$ cat config.mk
export PLATFORM = sky130hd
export DESIGN_NAME = scan_decoder
export DESIGN_NICKNAME = d
export VERILOG_FILES = /design/src/rtl/decoder_pkg.sv /design/src/rtl/dec_n.sv /design/src/rtl/scan_decoder.sv
export SDC_FILE = /design/constraint.sdc
export NUM_CORES = 1
export LEC_CHECK = 0
export CAP_MARGIN = 20
export CELL_PAD_IN_SITES_DETAIL_PLACEMENT = 1
export CELL_PAD_IN_SITES_GLOBAL_PLACEMENT = 2
export CORE_MARGIN = 4
export CORE_UTILIZATION = 31
export CTS_CLUSTER_SIZE = 10
export DETAILED_ROUTE_END_ITERATION = 10
export GPL_TIMING_DRIVEN = 0
export PLACE_DENSITY_LB_ADDON = 0.05
export SLEW_MARGIN = 10
export SYNTH_ARGS = -nofsm -noshare
export SYNTH_HDL_FRONTEND = slang
export SYNTH_SLANG_ARGS = --single-unit
$ cat constraint.sdc
create_clock -name clk -period 3.8 [get_ports clk]
set_input_delay 0.76 -clock clk [delete_from_list [all_inputs] [get_ports clk]]
set_output_delay 0.76 -clock clk [all_outputs]
set_load 0.02 [all_outputs]
$ cat src/rtl/decoder_pkg.sv
// Shared constants and types for the scan decoder: mode encodings, default widths
// and the scan-control state.
package decoder_pkg;

    localparam logic MODE_DIRECT = 1'b0;
    localparam logic MODE_SCAN   = 1'b1;

    localparam int SEL_W_DEF   = 3;
    localparam int DWELL_W_DEF = 8;

    // IDLE: idx/cnt not yet seeded for a scan; RUN: scan in progress (frozen while en=0)
    typedef enum logic {
        ST_IDLE = 1'b0,
        ST_RUN  = 1'b1
    } scan_state_t;

endpackage

$ cat src/rtl/dec_n.sv
// Combinational active-low one-cold decoder: output bit i_sel is driven low, all others high.
module dec_n #(
    parameter  int SEL_W = 3,
    localparam int N_OUT = 2**SEL_W
) (
    input  logic [SEL_W-1:0] i_sel,
    output logic [N_OUT-1:0] o_y_n
);

    always_comb begin
        o_y_n        = '1;
        o_y_n[i_sel] = 1'b0;
    end

endmodule

$ cat src/rtl/scan_decoder.sv
// Registered active-low decoder with DIRECT (decode sel_in) and SCAN (cycle 0..last,
// each index held dwell+1 cycles) modes; en=0 blanks outputs and freezes the scan.
module scan_decoder
    import decoder_pkg::*;
#(
    parameter  int SEL_W   = SEL_W_DEF,
    parameter  int DWELL_W = DWELL_W_DEF,
    localparam int N_OUT   = 2**SEL_W
) (
    input  logic               clk,
    input  logic               rst,
    input  logic               en,
    input  logic               mode,
    input  logic [SEL_W-1:0]   sel_in,
    input  logic [SEL_W-1:0]   last,
    input  logic [DWELL_W-1:0] dwell,
    output logic [N_OUT-1:0]   Y,
    output logic [SEL_W-1:0]   sel_out,
    output logic               wrap
);

    scan_state_t        r_state;
    scan_state_t        w_state_nxt;
    logic [SEL_W-1:0]   r_idx;
    logic [SEL_W-1:0]   w_idx_nxt;
    logic [DWELL_W-1:0] r_cnt;
    logic [DWELL_W-1:0] w_cnt_nxt;
    logic               w_wrap_nxt;
    logic [SEL_W-1:0]   w_dec_sel;
    logic [N_OUT-1:0]   w_dec_y;

    // Next-state: the index chosen here is what the output registers show after the edge
    always_comb begin
        w_state_nxt = r_state;
        w_idx_nxt   = r_idx;
        w_cnt_nxt   = r_cnt;
        w_wrap_nxt  = 1'b0;
        if (en) begin
            if (mode == MODE_DIRECT) begin
                w_state_nxt = ST_IDLE;
                w_idx_nxt   = '0;
                w_cnt_nxt   = '0;
            end else if (r_state == ST_IDLE) begin
                // Entering a scan: index 0 starts with a full dwell
                w_state_nxt = ST_RUN;
                w_idx_nxt   = '0;
                w_cnt_nxt   = '0;
            end else if (r_cnt < dwell) begin
                w_cnt_nxt = r_cnt + 1'b1;
            end else begin
                w_cnt_nxt = '0;
                if (r_idx >= last) begin
                    w_idx_nxt  = '0;
                    w_wrap_nxt = 1'b1;
                end else begin
                    w_idx_nxt = r_idx + 1'b1;
                end
            end
        end
    end

    assign w_dec_sel = (mode == MODE_DIRECT) ? sel_in : w_idx_nxt;

    dec_n #(
        .SEL_W (SEL_W)
    ) u_dec (
        .i_sel (w_dec_sel),
        .o_y_n (w_dec_y)
    );

    always_ff @(posedge clk) begin
        if (rst) begin
            r_state <= ST_IDLE;
            r_idx   <= '0;
            r_cnt   <= '0;
        end else begin
            r_state <= w_state_nxt;
            r_idx   <= w_idx_nxt;
            r_cnt   <= w_cnt_nxt;
        end
    end

    // Output registers: blanked while disabled, sel_out keeps the last driven index
    always_ff @(posedge clk) begin
        if (rst) begin
            Y       <= '1;
            sel_out <= '0;
            wrap    <= 1'b0;
        end else if (en) begin
            Y       <= w_dec_y;
            sel_out <= w_dec_sel;
            wrap    <= w_wrap_nxt;
        end else begin
            Y       <= '1;
            wrap    <= 1'b0;
        end
    end

endmodule

# Word level (Yosys, flattened, before mapping)
# Cells that the tools add are included.
[classes]
add_sub_neg = 2
n_mul = 0
n_div = 0
magnitude_cmp = 4
eq_ne = 0
shifts = 0
mux = 13
bitwise = 4
reduce_logical = 3
[op_table]
columns = ["op", "count"]
rows = [
  ["two-way mux 8 bit", 3],
  ["two-way mux 3 bit", 6],
  ["adder 8 x 1 -> 8 bit (second input constant)", 1],
  ["< comparator 8 bit", 1],
  ["inverter 8 bit", 1],
  ["OR reduction 5 bit", 1],
  ["< comparator 3 x 4 -> 1 bit (second input constant)", 1],
  ["adder 3 x 1 -> 3 bit (second input constant)", 1],
  ["demux 1 bit (select 3 bit)", 1],
  [">= comparator 3 x 1 -> 1 bit (second input constant)", 1],
  [">= comparator 3 bit", 1],
  ["two-way mux 1 bit", 3],
  ["inverter 1 bit", 3],
  ["OR reduction 2 bit", 1],
  ["logical AND 1 bit", 1],
]
[word_totals]
reg_bits = 24
latchBits = 0
ram_bits = 0
mem_bits_ro = 0
input_bits = 18
output_inout_bits = 12
word_cells = 32
mem_count = 0

# Logic depth before layout (Yosys ltp)
[logic_depth]
ltp_word = 12
depth_mapped = 9
ltp_nobuf = 8

# By module
# A second synthesis with hierarchy kept.
[hier_totals]
cells_unflattened = 154
hier_area_um2 = 1373.8
[modules_own_cells]
columns = ["module", "n_inst", "cells_per_inst", "area_per_inst_um2", "seq_area_each_um2"]
rows = [
  ["scan_decoder", 1, 146, 1313.8, 480.5],
  ["dec_n", 1, 8, 60.1, 0.0],
]

# Least setup slack after synthesis
# No wires, ideal clock.
[synth_path]
path_type = "input-to-reg"
from = "input port dwell[2]"
to = "register Y[3]"
setup_ns = 0.134
t_arrival_ns = 2.451
required_time_ns = 3.666
path_slack_ns = 1.216
path_stages = 9
n_path_buf = 1
path_cell_list = "inv_1 -> ha_1 -> a211o_1 -> a31oi_1 -> o311a_1 -> buf_6 -> mux2_4 -> a211oi_4 -> nand3_1"
[synth_between]
elab_chain_cells = 11
elab_cells_between_ends = 12
cone_classes = "order compare: 3; mux: 7; bitwise: 1; reduce/logical: 1"
[synth_lines]
columns = ["item", "line_no", "source"]
rows = [
  ["from (decl)", "scan_decoder.sv:16", "input logic [DWELL_W-1:0] dwell,"],
  ["< comparator 8 bit *", "scan_decoder.sv:48", "end else if (r_cnt < dwell) begin"],
  ["two-way mux 3 bit *", "scan_decoder.sv:48", ""],
  ["two-way mux 3 bit *", "scan_decoder.sv:43", "end else if (r_state == ST_IDLE) begin"],
  ["two-way mux 3 bit *", "scan_decoder.sv:39", "if (mode == MODE_DIRECT) begin"],
  ["two-way mux 3 bit *", "scan_decoder.sv:38", "if (en) begin"],
  ["two-way mux 3 bit *", "scan_decoder.sv:62", "assign w_dec_sel = (mode == MODE_DIRECT) ? sel_in : w_idx_nxt;"],
  ["< comparator 3 x 4 -> 1 bit (implied by the code) / >= comparator 3 x 1 -> 1 bit (equally long branches)", "dec_n.sv:12", "o_y_n[i_sel] = 1'b0;"],
  ["logical AND 1 bit (implied by the code)", "dec_n.sv:12", ""],
  ["two-way mux 1 bit (implied by the code)", "dec_n.sv:12", ""],
  ["demux 1 bit (select 3 bit) *", "-", ""],
  ["inverter 8 bit (no line) *", "-", ""],
  ["to (signal assigned)", "scan_decoder.sv:90", "Y <= w_dec_y;"],
  ["to (decl)", "scan_decoder.sv:17", "output logic [N_OUT-1:0] Y,"],
]
# Mark *: on every way between the ends. The rest lies on a longest branch, timed or not.
# A chain may end at the register's enable or synchronous reset.

# Final worst setup path
[layout_path]
from = "input port dwell[2]"
to = "register Y[1]"
# Same word-level chain as after synthesis.

==> run_results.csv <==
group,metric,value,unit
route,via_count,1103,
clocking,htree_num_levels,1,
global_routing,antenna_found_initial,0,
worst_setup_path,r2r_end,"Y[1]",
global_routing,grt_pass1_vias,1119,
global_routing,grt_pass1_wl,5400,um
cells_and_area,nets,201,
place,dpl_worst_slack,0.535,ns
place,gp_congestion,0.772,
clocking,cts_root_buf,"clkbuf_8",
synth,synthTopCellsByArea,"dfxtp_1 38%, ha_1 12%, nand3_1 6.0%",
route,avgViaCountPerCell,5.06,
hold_path,hp-class,"flip-flop to flip-flop",
floorplanning,num_rows,22,
floorplanning,core,0.00380,sq mm
place,placed_area,0.00160,sq mm
clocking,cts_resized,0,
synth,synth_common_cells,"24 x dfxtp_1, 16 x nor2_1, 15 x nand3_1",
floorplanning,dieWidth,71.7,um
worst_setup_path,worstPathRequired,3.94,ns
synth,yosysTopAreaCell,"dfxtp_1",
power_and_ir_drop,p_leak,0.686,nW
cells_and_area,drive_above_1_share,7.06,%
sta,hold_viol,0,
route,firstDrtPassIters,4,
worst_setup_path,crit_end,"Y[1]",
cells_and_area,utilization,43.9,%
power_and_ir_drop,power_density,331,mW/mm^2
place,dp_hpwl,2480,um
clocking,cts_tree,"built",
sta,tns,0,ns
worst_setup_path,path_class,"input pin to flip-flop",
synth,synth_nets,168,
route,remaining_drc_errors,0,
sta,fmax,337,MHz
route,routed_wl,3080,um
sta,fin_ws,0.836,ns
clocking,hold_buffers,0,
global_routing,grt_max_degree,15,
run_status,status,"finished clean",
cells_and_area,areaGrowthSynthToFinish,32.7,%
clocking,numClockSinks,24,
power_and_ir_drop,irDropWorstVdd,0.159,mV
sta,setup_viol,0,
route,wl_per_cell,14.1,um
route,postRouteAntennaNets,0,
cells_and_area,antennaDiodeCount,0,
synth,synthCells,138,
synth,synth_area,0.00126,sq mm
sta,tightest_slew,0.489,ns
worst_setup_path,crit_path_start_kind,"input pin",
synth,synth_cell_types,38,
synth,synth_top_area_share,38.2,%
route,first_iter_violations,20,
sta,drv_slew,0,
cells_and_area,multi_input_area,708,sq um
cells_and_area,final.fill_count,451,
synth,ys_warn_count,0,
worst_setup_path,reg2reg_slack,1.41,ns
floorplanning,die_h,71.7,um
worst_setup_path,reg2regPathDepth,8,
worst_setup_path,critPathArrivalTime,3.11,ns
synth,synth_area_per_cell,9.11,sq um
cells_and_area,stdcell_area,0.00167,sq mm
clocking,cts_setup_buffers,0,
global_routing,grt-ovfl-total,0,
floorplanning,pin_count,30,
floorplanning,start_util,33.1,%
clocking,clock_path_buffers,2,
clocking,cts_buffers,3,
global_routing,grt_usage,13.0,%
sta,finalCritPeriodShare,78.0,%
sta,period_needed,2.96,ns
place,portBuffers,28,
synth,synth-seq-area-share,38.2,%
synth,synthFlopType,"dfxtp_1",
floorplanning,die_area,0.00514,sq mm
worst_setup_path,end_kind,"flip-flop",
sta,rsz0062_at_grt,"false",
clocking,clk_transition_reported_paths,0.09,ns
synth,ys_ff_latch,24,
synth,synth_edf_count,0,
clocking,insertion_delay,0.27,ns
run,cap_violations,0,
worst_setup_path,crit_start,"dwell[2]",
worst_setup_path,reg2reg_from,"r_cnt[2]",
sta,finClkSkew,0.00412,ns
sta,slew_headroom,67.2,%
cells_and_area,regArea,480,sq um
synth,synth.most_common_cell,"dfxtp_1",
worst_setup_path,crit_path_max_fanout,9,
synth,synthArstFlopShare,0,%
## critical path: stages
cell	delay, ns
clkdlybuf4s50_1	0.45
inv_1	0.04
ha_1	0.30
a211o_1	0.29
a31oi_1	0.17
o311a_1	0.19
buf_6	0.15
mux2_4	0.34
a211oi_4	0.30
nand3_1	0.11
## sequential cells by signal, summed over array words and instances (netlist names)
| name | cells |
|---|---|
| r_state | 1 |
| r_cnt | 8 |
| wrap | 1 |
| sel_out | 3 |
| r_idx | 3 |
| Y | 8 |
## cells by family (layout without fill, tap and decap cells)
| group | count (synthesis) | after routing | share of synthesized area (%) |
|---|---|---|---|
| and+or+nand+nor | 52 | 52 | 20.3 |
| muxes | 3 | 3 | 2.89 |
| buffers and inverters | 16 | 48 | 5.47 |
| adders and majority gates | 12 | 12 | 11.9 |
| DFF | 24 | 24 | 38.2 |
| xor gates and xnor gates | 6 | 6 | 4.18 |
| AOI/OAI and AO/OA | 25 | 25 | 17.0 |
## cells in the final DEF, fill, tap and decap left out, drive strengths merged, types with 2 or more instances in the layout
cell	synthesis	routed
a211oi	2	2
clkbuf	3	6
nand2b	2	2
nand3	15	15
dfxtp	24	24
a311o	2	2
clkdlybuf4s50	0	28
a21o	3	3
xnor2	2	2
nand2	8	8
a311oi	3	3
a31oi	3	3
mux2	2	2
ha	12	12
a21oi	4	4
xor2	4	4
nor2	16	16
nand3b	3	3
nand4	3	3
inv	11	11
buf	2	2
## metrics by stage
stage | hold slack (ns) | power, mW | std cells
after global placement | 0.452 | 0.328 | 214
after CTS | 0.485 | 0.558 | 218
after floorplan | 0.472 | 0.296 | 138
after global routing | 0.503 | 0.576 | 218
after detailed placement | 0.467 | 0.330 | 214
final | 0.475 | 0.553 | 218
## how the worst min path moves through the flow
stage / startpoint / end / slack [ns] / cells after the start
floorplan: r_idx[0] / r_idx[0] / 0.47 / 2
global placement: sel_out[1] / sel_out[1] / 0.45 / 2
detailed placement: sel_out[1] / sel_out[1] / 0.47 / 2
CTS: sel_out[1] / sel_out[1] / 0.49 / 2
global route: sel_out[1] / sel_out[1] / 0.50 / 2
finish: sel_out[1] / sel_out[1] / 0.48 / 2
## layout make-up
class,count,area share [%]
Multi-Input combinational cell,98,42.4
Sequential cell,24,28.8
Timing Repair Buffer,28,16.8
Tap cell,48,3.60
Clock buffer,3,2.47
Inverter,11,2.47
Clock inverter,1,1.80
Buffer,5,1.65
## power breakdown
part	switching, mW	total, mW	internal, mW
sequential	0.00245	0.258	0.256
clock	0.0890	0.230	0.141
combinational	0.0320	0.0648	0.0328
total	0.123	0.553	0.429
## per-layer routing
metal	track usage [%]	part of all wire, %
met1	15.2	43
met2	24.1	53
met3	2.38	3.0
met4	3.13	0.75
met5	0	0
(Power assumes the default switching activity.)
